## src/rtl/axi_ss_bridge_if.sv

```systemverilog
// AXI4 slave port plus ss_req/ss_gnt peripheral bus seen by axi_ss_bridge.
// slave = bridge view, master = AXI master and peripheral side.
interface axi_ss_bridge_if #(
    parameter int ADDR_W = 32
);
    logic [ADDR_W-1:0] S_AXI_AWADDR;
    logic [7:0]        S_AXI_AWLEN;
    logic [2:0]        S_AXI_AWSIZE;
    logic              S_AXI_AWVALID;
    logic              S_AXI_AWREADY;
    logic [31:0]       S_AXI_WDATA;
    logic [3:0]        S_AXI_WSTRB;
    logic              S_AXI_WLAST;
    logic              S_AXI_WVALID;
    logic              S_AXI_WREADY;
    logic [1:0]        S_AXI_BRESP;
    logic              S_AXI_BVALID;
    logic              S_AXI_BREADY;
    logic [ADDR_W-1:0] S_AXI_ARADDR;
    logic [7:0]        S_AXI_ARLEN;
    logic [2:0]        S_AXI_ARSIZE;
    logic              S_AXI_ARVALID;
    logic              S_AXI_ARREADY;
    logic [31:0]       S_AXI_RDATA;
    logic [1:0]        S_AXI_RRESP;
    logic              S_AXI_RLAST;
    logic              S_AXI_RVALID;
    logic              S_AXI_RREADY;
    logic              ss_req;
    logic              ss_we;
    logic [3:0]        ss_be;
    logic [ADDR_W-1:0] ss_addr;
    logic [31:0]       ss_wdata;
    logic              ss_gnt;
    logic              ss_rvalid;
    logic [31:0]       ss_rdata;
    logic              ss_err;

    modport slave (
        input  S_AXI_AWADDR, S_AXI_AWLEN, S_AXI_AWSIZE, S_AXI_AWVALID,
        output S_AXI_AWREADY,
        input  S_AXI_WDATA, S_AXI_WSTRB, S_AXI_WLAST, S_AXI_WVALID,
        output S_AXI_WREADY,
        output S_AXI_BRESP, S_AXI_BVALID,
        input  S_AXI_BREADY,
        input  S_AXI_ARADDR, S_AXI_ARLEN, S_AXI_ARSIZE, S_AXI_ARVALID,
        output S_AXI_ARREADY,
        output S_AXI_RDATA, S_AXI_RRESP, S_AXI_RLAST, S_AXI_RVALID,
        input  S_AXI_RREADY,
        output ss_req, ss_we, ss_be, ss_addr, ss_wdata,
        input  ss_gnt, ss_rvalid, ss_rdata, ss_err
    );

    modport master (
        output S_AXI_AWADDR, S_AXI_AWLEN, S_AXI_AWSIZE, S_AXI_AWVALID,
        input  S_AXI_AWREADY,
        output S_AXI_WDATA, S_AXI_WSTRB, S_AXI_WLAST, S_AXI_WVALID,
        input  S_AXI_WREADY,
        input  S_AXI_BRESP, S_AXI_BVALID,
        output S_AXI_BREADY,
        output S_AXI_ARADDR, S_AXI_ARLEN, S_AXI_ARSIZE, S_AXI_ARVALID,
        input  S_AXI_ARREADY,
        input  S_AXI_RDATA, S_AXI_RRESP, S_AXI_RLAST, S_AXI_RVALID,
        output S_AXI_RREADY,
        input  ss_req, ss_we, ss_be, ss_addr, ss_wdata,
        output ss_gnt, ss_rvalid, ss_rdata, ss_err
    );
endinterface

```

## src/rtl/axi_ss_bridge.sv

```systemverilog
// Single-outstanding AXI4 slave to ss_req/ss_gnt/ss_rvalid bridge with timeout.
// Latency: >=1 ss_req cycle after capture; BREADY/RREADY stall the response state.
module axi_ss_bridge #(
    parameter int ADDR_W  = 32,
    parameter int TIMEOUT = 256
) (
    input  logic                 clk,
    input  logic                 reset,
    axi_ss_bridge_if.slave       bus
);
    typedef enum logic [3:0] {
        IDLE, WR_CAP, WR_DRAIN, WR_REQ, WR_WAIT, WR_RESP,
        RD_CAP, RD_REQ, RD_WAIT, RD_RESP
    } state_t;

    localparam logic [1:0] OKAY   = 2'b00;
    localparam logic [1:0] SLVERR = 2'b10;

    state_t            state;
    logic              aw_got, w_got, prio_wr, stale;
    logic [ADDR_W-1:0] addr_q;
    logic [7:0]        len_q;
    logic [2:0]        size_q;
    logic [31:0]       wdata_q, rdata_q, cnt;
    logic [3:0]        strb_q;
    logic              wlast_q;
    logic [1:0]        resp_q;
    logic [8:0]        beats;

    logic       aw_hs, w_hs, aw_now, w_now, wr_ok, wlast_n, tmo_hit, rsp_vld;
    logic [7:0] len_n;
    logic [2:0] size_n;
    logic [1:0] ss_resp;

    // Either AW or W may be the one completing the capture, so merge live and stored fields.
    assign aw_hs   = (state == WR_CAP) && !aw_got && bus.S_AXI_AWVALID;
    assign w_hs    = (state == WR_CAP) && !w_got && bus.S_AXI_WVALID;
    assign aw_now  = aw_got | aw_hs;
    assign w_now   = w_got | w_hs;
    assign len_n   = aw_got ? len_q : bus.S_AXI_AWLEN;
    assign size_n  = aw_got ? size_q : bus.S_AXI_AWSIZE;
    assign wlast_n = w_got ? wlast_q : bus.S_AXI_WLAST;
    assign wr_ok   = (len_n == 8'd0) && (size_n <= 3'd2);
    assign tmo_hit = (TIMEOUT != 0) && (cnt >= 32'(TIMEOUT - 1));
    assign rsp_vld = bus.ss_rvalid && !stale;
    assign ss_resp = bus.ss_err ? SLVERR : OKAY;

    assign bus.S_AXI_AWREADY = (state == WR_CAP) && !aw_got;
    assign bus.S_AXI_WREADY  = ((state == WR_CAP) && !w_got) || (state == WR_DRAIN);
    assign bus.S_AXI_ARREADY = (state == RD_CAP);
    assign bus.S_AXI_BVALID  = (state == WR_RESP);
    assign bus.S_AXI_BRESP   = (state == WR_RESP) ? resp_q : OKAY;
    assign bus.S_AXI_RVALID  = (state == RD_RESP);
    assign bus.S_AXI_RRESP   = (state == RD_RESP) ? resp_q : OKAY;
    assign bus.S_AXI_RDATA   = (state == RD_RESP) ? rdata_q : 32'd0;
    assign bus.S_AXI_RLAST   = (state == RD_RESP) && (beats == 9'd1);
    assign bus.ss_req        = (state == WR_REQ) || (state == RD_REQ);
    assign bus.ss_we         = (state == WR_REQ);
    assign bus.ss_be         = (state == WR_REQ) ? strb_q : ((state == RD_REQ) ? 4'hF : 4'h0);
    assign bus.ss_addr       = bus.ss_req ? addr_q : '0;
    assign bus.ss_wdata      = (state == WR_REQ) ? wdata_q : 32'd0;

    always_ff @(posedge clk) begin
        if (reset) begin
            state   <= IDLE;
            aw_got  <= 1'b0;
            w_got   <= 1'b0;
            prio_wr <= 1'b1;
            stale   <= 1'b0;
            addr_q  <= '0;
            len_q   <= 8'd0;
            size_q  <= 3'd0;
            wdata_q <= 32'd0;
            rdata_q <= 32'd0;
            strb_q  <= 4'd0;
            wlast_q <= 1'b0;
            resp_q  <= OKAY;
            beats   <= 9'd0;
            cnt     <= 32'd0;
        end else begin
            // A response owed to an abandoned access is swallowed exactly once.
            if (bus.ss_rvalid) stale <= 1'b0;
            case (state)
                IDLE: begin
                    aw_got <= 1'b0;
                    w_got  <= 1'b0;
                    resp_q <= OKAY;
                    if (bus.S_AXI_AWVALID && (!bus.S_AXI_ARVALID || prio_wr)) state <= WR_CAP;
                    else if (bus.S_AXI_ARVALID) state <= RD_CAP;
                end
                WR_CAP: begin
                    if (aw_hs) begin
                        aw_got <= 1'b1;
                        addr_q <= bus.S_AXI_AWADDR;
                        len_q  <= bus.S_AXI_AWLEN;
                        size_q <= bus.S_AXI_AWSIZE;
                    end
                    if (w_hs) begin
                        w_got   <= 1'b1;
                        wdata_q <= bus.S_AXI_WDATA;
                        strb_q  <= bus.S_AXI_WSTRB;
                        wlast_q <= bus.S_AXI_WLAST;
                    end
                    if (aw_now && w_now) begin
                        if (wr_ok) begin
                            state <= WR_REQ;
                            cnt   <= 32'd0;
                        end else if (wlast_n || (len_n == 8'd0)) begin
                            state  <= WR_RESP;
                            resp_q <= SLVERR;
                        end else begin
                            state <= WR_DRAIN;
                        end
                    end
                end
                WR_DRAIN: begin
                    if (bus.S_AXI_WVALID && bus.S_AXI_WLAST) begin
                        state  <= WR_RESP;
                        resp_q <= SLVERR;
                    end
                end
                WR_REQ: begin
                    cnt <= cnt + 32'd1;
                    if (bus.ss_gnt && rsp_vld) begin
                        state  <= WR_RESP;
                        resp_q <= ss_resp;
                    end else if (bus.ss_gnt) begin
                        state <= WR_WAIT;
                    end else if (tmo_hit) begin
                        state  <= WR_RESP;
                        resp_q <= SLVERR;
                    end
                end
                WR_WAIT: begin
                    cnt <= cnt + 32'd1;
                    if (rsp_vld) begin
                        state  <= WR_RESP;
                        resp_q <= ss_resp;
                    end else if (tmo_hit) begin
                        state  <= WR_RESP;
                        resp_q <= SLVERR;
                        stale  <= 1'b1;
                    end
                end
                WR_RESP: begin
                    if (bus.S_AXI_BREADY) begin
                        state   <= IDLE;
                        prio_wr <= 1'b0;
                    end
                end
                RD_CAP: begin
                    if (bus.S_AXI_ARVALID) begin
                        addr_q <= bus.S_AXI_ARADDR;
                        beats  <= {1'b0, bus.S_AXI_ARLEN} + 9'd1;
                        if ((bus.S_AXI_ARLEN == 8'd0) && (bus.S_AXI_ARSIZE <= 3'd2)) begin
                            state <= RD_REQ;
                            cnt   <= 32'd0;
                        end else begin
                            state   <= RD_RESP;
                            resp_q  <= SLVERR;
                            rdata_q <= 32'd0;
                        end
                    end
                end
                RD_REQ: begin
                    cnt <= cnt + 32'd1;
                    if (bus.ss_gnt && rsp_vld) begin
                        state   <= RD_RESP;
                        resp_q  <= ss_resp;
                        rdata_q <= bus.ss_rdata;
                    end else if (bus.ss_gnt) begin
                        state <= RD_WAIT;
                    end else if (tmo_hit) begin
                        state   <= RD_RESP;
                        resp_q  <= SLVERR;
                        rdata_q <= 32'd0;
                    end
                end
                RD_WAIT: begin
                    cnt <= cnt + 32'd1;
                    if (rsp_vld) begin
                        state   <= RD_RESP;
                        resp_q  <= ss_resp;
                        rdata_q <= bus.ss_rdata;
                    end else if (tmo_hit) begin
                        state   <= RD_RESP;
                        resp_q  <= SLVERR;
                        rdata_q <= 32'd0;
                        stale   <= 1'b1;
                    end
                end
                RD_RESP: begin
                    if (bus.S_AXI_RREADY) begin
                        beats <= beats - 9'd1;
                        if (beats == 9'd1) begin
                            state   <= IDLE;
                            prio_wr <= 1'b1;
                        end
                    end
                end
                default: state <= IDLE;
            endcase
        end
    end
endmodule
```

## src/flat_wrapper.sv

```systemverilog
// flat-port wrapper written by rule: the top's interface ports become plain ports
module axi_ss_bridge_flat 
#(
    parameter int ADDR_W  = 32,
    parameter int TIMEOUT = 256
)
  (clk, reset, bus_S_AXI_AWADDR, bus_S_AXI_AWLEN, bus_S_AXI_AWSIZE, bus_S_AXI_AWVALID, bus_S_AXI_AWREADY, bus_S_AXI_WDATA, bus_S_AXI_WSTRB, bus_S_AXI_WLAST, bus_S_AXI_WVALID, bus_S_AXI_WREADY, bus_S_AXI_BRESP, bus_S_AXI_BVALID, bus_S_AXI_BREADY, bus_S_AXI_ARADDR, bus_S_AXI_ARLEN, bus_S_AXI_ARSIZE, bus_S_AXI_ARVALID, bus_S_AXI_ARREADY, bus_S_AXI_RDATA, bus_S_AXI_RRESP, bus_S_AXI_RLAST, bus_S_AXI_RVALID, bus_S_AXI_RREADY, bus_ss_req, bus_ss_we, bus_ss_be, bus_ss_addr, bus_ss_wdata, bus_ss_gnt, bus_ss_rvalid, bus_ss_rdata, bus_ss_err);
  axi_ss_bridge_if #(.ADDR_W(ADDR_W)) bus_i ();
  input  logic clk;
  input  logic reset;
  input wire logic [$bits(bus_i.S_AXI_AWADDR)-1:0] bus_S_AXI_AWADDR;
  input wire logic [$bits(bus_i.S_AXI_AWLEN)-1:0] bus_S_AXI_AWLEN;
  input wire logic [$bits(bus_i.S_AXI_AWSIZE)-1:0] bus_S_AXI_AWSIZE;
  input wire logic [$bits(bus_i.S_AXI_AWVALID)-1:0] bus_S_AXI_AWVALID;
  output wire logic [$bits(bus_i.S_AXI_AWREADY)-1:0] bus_S_AXI_AWREADY;
  input wire logic [$bits(bus_i.S_AXI_WDATA)-1:0] bus_S_AXI_WDATA;
  input wire logic [$bits(bus_i.S_AXI_WSTRB)-1:0] bus_S_AXI_WSTRB;
  input wire logic [$bits(bus_i.S_AXI_WLAST)-1:0] bus_S_AXI_WLAST;
  input wire logic [$bits(bus_i.S_AXI_WVALID)-1:0] bus_S_AXI_WVALID;
  output wire logic [$bits(bus_i.S_AXI_WREADY)-1:0] bus_S_AXI_WREADY;
  output wire logic [$bits(bus_i.S_AXI_BRESP)-1:0] bus_S_AXI_BRESP;
  output wire logic [$bits(bus_i.S_AXI_BVALID)-1:0] bus_S_AXI_BVALID;
  input wire logic [$bits(bus_i.S_AXI_BREADY)-1:0] bus_S_AXI_BREADY;
  input wire logic [$bits(bus_i.S_AXI_ARADDR)-1:0] bus_S_AXI_ARADDR;
  input wire logic [$bits(bus_i.S_AXI_ARLEN)-1:0] bus_S_AXI_ARLEN;
  input wire logic [$bits(bus_i.S_AXI_ARSIZE)-1:0] bus_S_AXI_ARSIZE;
  input wire logic [$bits(bus_i.S_AXI_ARVALID)-1:0] bus_S_AXI_ARVALID;
  output wire logic [$bits(bus_i.S_AXI_ARREADY)-1:0] bus_S_AXI_ARREADY;
  output wire logic [$bits(bus_i.S_AXI_RDATA)-1:0] bus_S_AXI_RDATA;
  output wire logic [$bits(bus_i.S_AXI_RRESP)-1:0] bus_S_AXI_RRESP;
  output wire logic [$bits(bus_i.S_AXI_RLAST)-1:0] bus_S_AXI_RLAST;
  output wire logic [$bits(bus_i.S_AXI_RVALID)-1:0] bus_S_AXI_RVALID;
  input wire logic [$bits(bus_i.S_AXI_RREADY)-1:0] bus_S_AXI_RREADY;
  output wire logic [$bits(bus_i.ss_req)-1:0] bus_ss_req;
  output wire logic [$bits(bus_i.ss_we)-1:0] bus_ss_we;
  output wire logic [$bits(bus_i.ss_be)-1:0] bus_ss_be;
  output wire logic [$bits(bus_i.ss_addr)-1:0] bus_ss_addr;
  output wire logic [$bits(bus_i.ss_wdata)-1:0] bus_ss_wdata;
  input wire logic [$bits(bus_i.ss_gnt)-1:0] bus_ss_gnt;
  input wire logic [$bits(bus_i.ss_rvalid)-1:0] bus_ss_rvalid;
  input wire logic [$bits(bus_i.ss_rdata)-1:0] bus_ss_rdata;
  input wire logic [$bits(bus_i.ss_err)-1:0] bus_ss_err;
  assign bus_i.S_AXI_AWADDR = bus_S_AXI_AWADDR;
  assign bus_i.S_AXI_AWLEN = bus_S_AXI_AWLEN;
  assign bus_i.S_AXI_AWSIZE = bus_S_AXI_AWSIZE;
  assign bus_i.S_AXI_AWVALID = bus_S_AXI_AWVALID;
  assign bus_S_AXI_AWREADY = bus_i.S_AXI_AWREADY;
  assign bus_i.S_AXI_WDATA = bus_S_AXI_WDATA;
  assign bus_i.S_AXI_WSTRB = bus_S_AXI_WSTRB;
  assign bus_i.S_AXI_WLAST = bus_S_AXI_WLAST;
  assign bus_i.S_AXI_WVALID = bus_S_AXI_WVALID;
  assign bus_S_AXI_WREADY = bus_i.S_AXI_WREADY;
  assign bus_S_AXI_BRESP = bus_i.S_AXI_BRESP;
  assign bus_S_AXI_BVALID = bus_i.S_AXI_BVALID;
  assign bus_i.S_AXI_BREADY = bus_S_AXI_BREADY;
  assign bus_i.S_AXI_ARADDR = bus_S_AXI_ARADDR;
  assign bus_i.S_AXI_ARLEN = bus_S_AXI_ARLEN;
  assign bus_i.S_AXI_ARSIZE = bus_S_AXI_ARSIZE;
  assign bus_i.S_AXI_ARVALID = bus_S_AXI_ARVALID;
  assign bus_S_AXI_ARREADY = bus_i.S_AXI_ARREADY;
  assign bus_S_AXI_RDATA = bus_i.S_AXI_RDATA;
  assign bus_S_AXI_RRESP = bus_i.S_AXI_RRESP;
  assign bus_S_AXI_RLAST = bus_i.S_AXI_RLAST;
  assign bus_S_AXI_RVALID = bus_i.S_AXI_RVALID;
  assign bus_i.S_AXI_RREADY = bus_S_AXI_RREADY;
  assign bus_ss_req = bus_i.ss_req;
  assign bus_ss_we = bus_i.ss_we;
  assign bus_ss_be = bus_i.ss_be;
  assign bus_ss_addr = bus_i.ss_addr;
  assign bus_ss_wdata = bus_i.ss_wdata;
  assign bus_i.ss_gnt = bus_ss_gnt;
  assign bus_i.ss_rvalid = bus_ss_rvalid;
  assign bus_i.ss_rdata = bus_ss_rdata;
  assign bus_i.ss_err = bus_ss_err;
  axi_ss_bridge #(.ADDR_W(ADDR_W), .TIMEOUT(TIMEOUT)) u_core (.clk(clk), .reset(reset), .bus(bus_i));
endmodule
```

## config.mk

```make
export PLATFORM = sky130hd
export DESIGN_NAME = axi_ss_bridge_flat
export DESIGN_NICKNAME = d
export VERILOG_FILES = /design/src/rtl/axi_ss_bridge_if.sv /design/src/rtl/axi_ss_bridge.sv /design/src/flat_wrapper.sv
export SDC_FILE = /design/constraint.sdc
export NUM_CORES = 1
export LEC_CHECK = 0
export ABC_AREA = 1
export CAP_MARGIN = 25
export CORE_MARGIN = 3
export CORE_UTILIZATION = 48
export CTS_BUF_LIST = sky130_fd_sc_hd__clkbuf_8
export CTS_CLUSTER_DIAMETER = 50
export DETAILED_ROUTE_END_ITERATION = 8
export PLACE_DENSITY = 0.83
export SLEW_MARGIN = 30
export SYNTH_ARGS = -nofsm -noshare
export SYNTH_HDL_FRONTEND = slang
export SYNTH_SLANG_ARGS = --single-unit
```

## constraint.sdc

```tcl
create_clock -name clk -period 2.1 [get_ports clk]
set_clock_uncertainty 0.1 [all_clocks]
set_input_delay 0.21 -clock clk [delete_from_list [all_inputs] [get_ports clk]]
set_output_delay 0.21 -clock clk [all_outputs]
set_load 0.05 [all_outputs]
```

==> results.md <==
- Master cell of the clock root buffer: clkbuf_8
- Critical Path Fanout Max: 8
- TNS Setup: -163.2 ps
- Nets in the synthesized netlist: between 1500 and 2000
- Antenna viol nets, final: 0
- Element type at the critical path start: register
- Data required time at the worst endpoint: about 1800 ps
- Post-detailed-routing wire length: 32930 microns
- Final period demand of the worst path: between 2000 and 2500 ps
- Estimated wirelength of the detail-placed design: roughly 22000 microns
- Slew at the pin closest to its max-slew limit: around 450 ps
- Switching part of the total power: around 37%
- GP Congestion: roughly 0.92
- Cell accounting for the most synthesized area: dfxtp_1
- Min-delay worst type: primary input to register
- Global-route wire length before repair: between 40000 and 50000 microns
- Yosys Warn Count: 0
- Peak supply drop: between 0.6 and 0.7 mV
- Source-to-sink clock delay at the later pin of the worst-skew pair: between 400 and 500 ps
- Effective utilization at floorplan: between 40% and 50%
- Synth unique cells: 34
- Share of post-route cells with drive strength above 1: a little over a fifth
- Initial antenna violation count: 0
- Relative contribution of the clock network to total power: a little over a quarter
- Final antenna diode count: 0
- Internal power: 6.224 mW
- Die area: just under 20000 sq um
- Type of the setup path with the least slack: register to primary output
- Vias in the first global route: between 9000 and 10000
- Sequential cell area in the final layout: ~3300 sq um
- Core Region: between 15000 and 20000 sq um
- Placed cell area: 13380 sq um
- Setup slack of the worst register-to-register path: 20 ps
- CTS H-Tree Depth: 4
- Remaining max-slew budget at the tightest pin: a little over two thirds
- Tcrit/Tclk final: 101.7%
- Post-layout worst setup margin: -36.59 ps
- TritonCTS clock tree: done
- Synthesized instance count: between 1000 and 1500
- Fraction of synthesized cell area in xor and xnor cells: roughly 1%
- Area share of the largest cell type after synthesis: 38.21%
- Share of the yosys chip area belonging to registers: a little under two fifths
- Sequential share of power: 36.6%
- Via-per-instance ratio: about 5.4
- Number of buffer cells added on primary ports: roughly 280
- Share of synthesized cell area in and, or, nand and nor gates: 30.65%
- Mux share of post-synthesis cell area: 0%
- Area growth syn-to-layout: 68.53%
- Worst slack, placed: -99.40 ps
- Highest clock rate: roughly 0.47 GHz
- Number of I/O pins: roughly 280
- DRC violations left: 0
- Power per standard cell area: between 600 and 700 nW/um^2
- Core Util, Final: 82.92%
- # Max-Cap Violations: 0
- Number of clock buffers inserted by TritonCTS: 17
- Setup crit end kind: primary output
- Filler cell count in the final layout: 1048
- Inst Count DP: between 1500 and 2000
- Unrepaired setup endpoints after global routing: true
- Chip width: between 100 and 150 microns
- Maximum number of pins on one net before global-route repair: 82
- Setup violation total in the final timing report: 9
- Die height: between 100 and 150 microns
- Compound-gate portion of the synthesized area: a little under a fifth
- Synth Area in Adders: less than 1%
- Arrival @ worst endpoint: between 1500 and 2000 ps
- Sink count of the clock tree: 163
- FF+latch count, synth: about 160
- Average wire per standard cell: ~18 microns
- Hold-fix buffer count after cts: 0
- Comb pwr share: a little under two fifths
- Aggregate global routing overflow: 0
- Count of vias placed by the detailed router: roughly 10000
- Main combinational cell family by area after synthesis: simple AND/OR/NAND/NOR gates
- Fin. max-slew vios: 0
- Max clock buf depth: 2
- Result of the run: complete, but fails checks
- Final-stage net count: roughly 1800
- Failing checks: negative setup slack
- Number of iterations in the first detailed-routing pass: 5
- Clock transition time at the flip-flop clock pins of the worst setup and hold paths: around 90 ps
- Synthesized area per cell: about 6.3 sq um
- Static Leakage: 5.181 nW
- Detailed router's first-iteration violation count: 856
- Leading cell types by total area after synthesis: dfxtp_1, nand2_1, nor2_1
- Area used by multi-input combinational logic: about 5100 sq um
- Final instance count without filler cells: around 1900
- Net switching power: about 3.7 mW
- Count of final hold-check violations: 0
- Overall fraction of global-route tracks in use: 30.64%
- Final standard cell area without fillers: 14390 sq um
- Std cell rows: 48
- Synthesized area: ~8500 sq um
area by class of cell:
type                    instances  area share [%]
clock inverters                10           1.009
well taps                     225           1.956
flip-flops and latches        163           22.74
multi-input cells             943           35.10
clock buffers                  22           2.104
repair buffers                340           32.37
inverters                     176           4.721
critical path, stage by stage, from the launching register on:
cell     delay (ps)
dfxtp_4         370
inv_1            70
nand2_2         100
inv_4           100
nand2_8         100
buf_12          170
buf_12          150
nor2_4          130
buf_12          150
metrics by stage:
stage	power [mW]	hold WS (ps)
floorplan	5.654	258.0
global placement	6.865	336.7
detailed placement	6.971	340.9
CTS	9.585	133.9
global route	10.32	176.0
finish	9.896	156.2
sequential cells by signal, summed over array words and instances (netlist names):
name and cells:
u_core.state 4, u_core.wlast_q 1, u_core.resp_q 2, u_core.wdata_q 32, u_core.addr_q 32, u_core.size_q 3
u_core.rdata_q 32, u_core.w_got 1, u_core.len_q 8, u_core.prio_wr 1, u_core.beats 9, u_core.stale 1
u_core.cnt 32, u_core.strb_q 4, u_core.aw_got 1
logic make-up (layout without fill, tap and decap cells):
family / Yosys count / in the layout
AO/OA/AOI/OAI: 298 / 298
adder cells (fa/ha/maj): 5 / 5
XOR/XNOR: 10 / 10
flip-flops: 163 / 163
AND/OR/NAND/NOR: 630 / 630
buffers and inverters: 240 / 548
worst paths after layout:
check | end | from | cells after the start
setup / recovery | bus_S_AXI_RDATA[22] | u_core.state[1]$_SDFFE_PP0P_ | 8
hold / removal | u_core.cnt[1]$_SDFFE_PP0P_ | reset | 3
setup reg to reg | u_core.addr_q[4]$_SDFFE_PP0P_ | u_core.state[2]$_SDFFE_PP0P_ | 10
hold reg to reg | u_core.len_q[0]$_SDFFE_PP0P_ | u_core.len_q[0]$_SDFFE_PP0P_ | 2
cells in the mapped netlist:
cell type  number
nand2_2         2
inv_2           6
a21oi_4         1
nand3_1        60
clkinv_1        2
ha_1            5
o21ai_0        99
o21ai_1         3
nor4_1          2
inv_1         168
nand2_4         2
or2_2           9
nor2_2          2
o32ai_2         1
nand3b_1       13
nor2_4          3
nor3_1         11
xnor2_1         2
a211oi_1        4
xor2_1          8
dfxtp_1       163
nand3_2         2
a21oi_1       152
a211o_1         1
o211ai_1        3
a22oi_1         1
buf_4           3
nand2_1       308
nand4_1        11
clkbuf_1       39
nor2_1        205
a31oi_1        33
buf_2          14
buf_1           8
power groups by stage:
| stage | combinational (mW) | sequential, mW | clock, mW |
|---|---|---|---|
| 6_report | 3.67 | 3.62 | 2.60 |
| 5_1_grt | 3.95 | 3.64 | 2.73 |
| 4_1_cts | 3.38 | 3.59 | 2.61 |
| 3_5_place_dp | 3.32 | 3.65 | 0 |
| 3_3_place_gp | 3.23 | 3.63 | 0 |
| 2_1_floorplan | 2.05 | 3.61 | 0 |
placed cells by master (no fill, tap or decap), types with 3 or more instances in the layout:
cell type        count
ha_1                 5
bufinv_16            3
nor2_4              73
buf_12             124
a21oi_2              4
a31oi_1             33
clkdlybuf4s50_1    163
nand2_1            304
a211oi_1             4
clkinv_4             3
clkbuf_8            22
inv_2                5
buf_6                3
nand4_1             11
nor2_2              29
a21oi_1            147
buf_4               41
nand3_1             58
nor3_1              11
nand3_2              3
xor2_1               8
or2_2                9
nor2_1             108
o21ai_0             98
nand2_2              4
nand3b_1            13
o211ai_1             3
dfxtp_1            159
o21ai_1              3
buf_16               3
clkbuf_16            4
inv_1              166
per-layer routing:
layer	part of all wire [%]	vias to the layer above	global-route usage, %	wire length (microns)
li1	-	4895	-	-
met1	39	4780	37.24	12780
met2	50	458	53.97	16580
met3	8.3	62	7.010	2745
met4	2.5	0	9.320	821
met5	0	-	0	0
repair_timing:
item / CTS / global route
endpoints found under the setup margin: 105 / 150
gates resized for setup: 39 / 45
gates cloned: 2 / 4
buffers inserted: 2 / 11
pin swaps: 2 / 8
No activity file was read; power rests on OpenSTA's default activity.
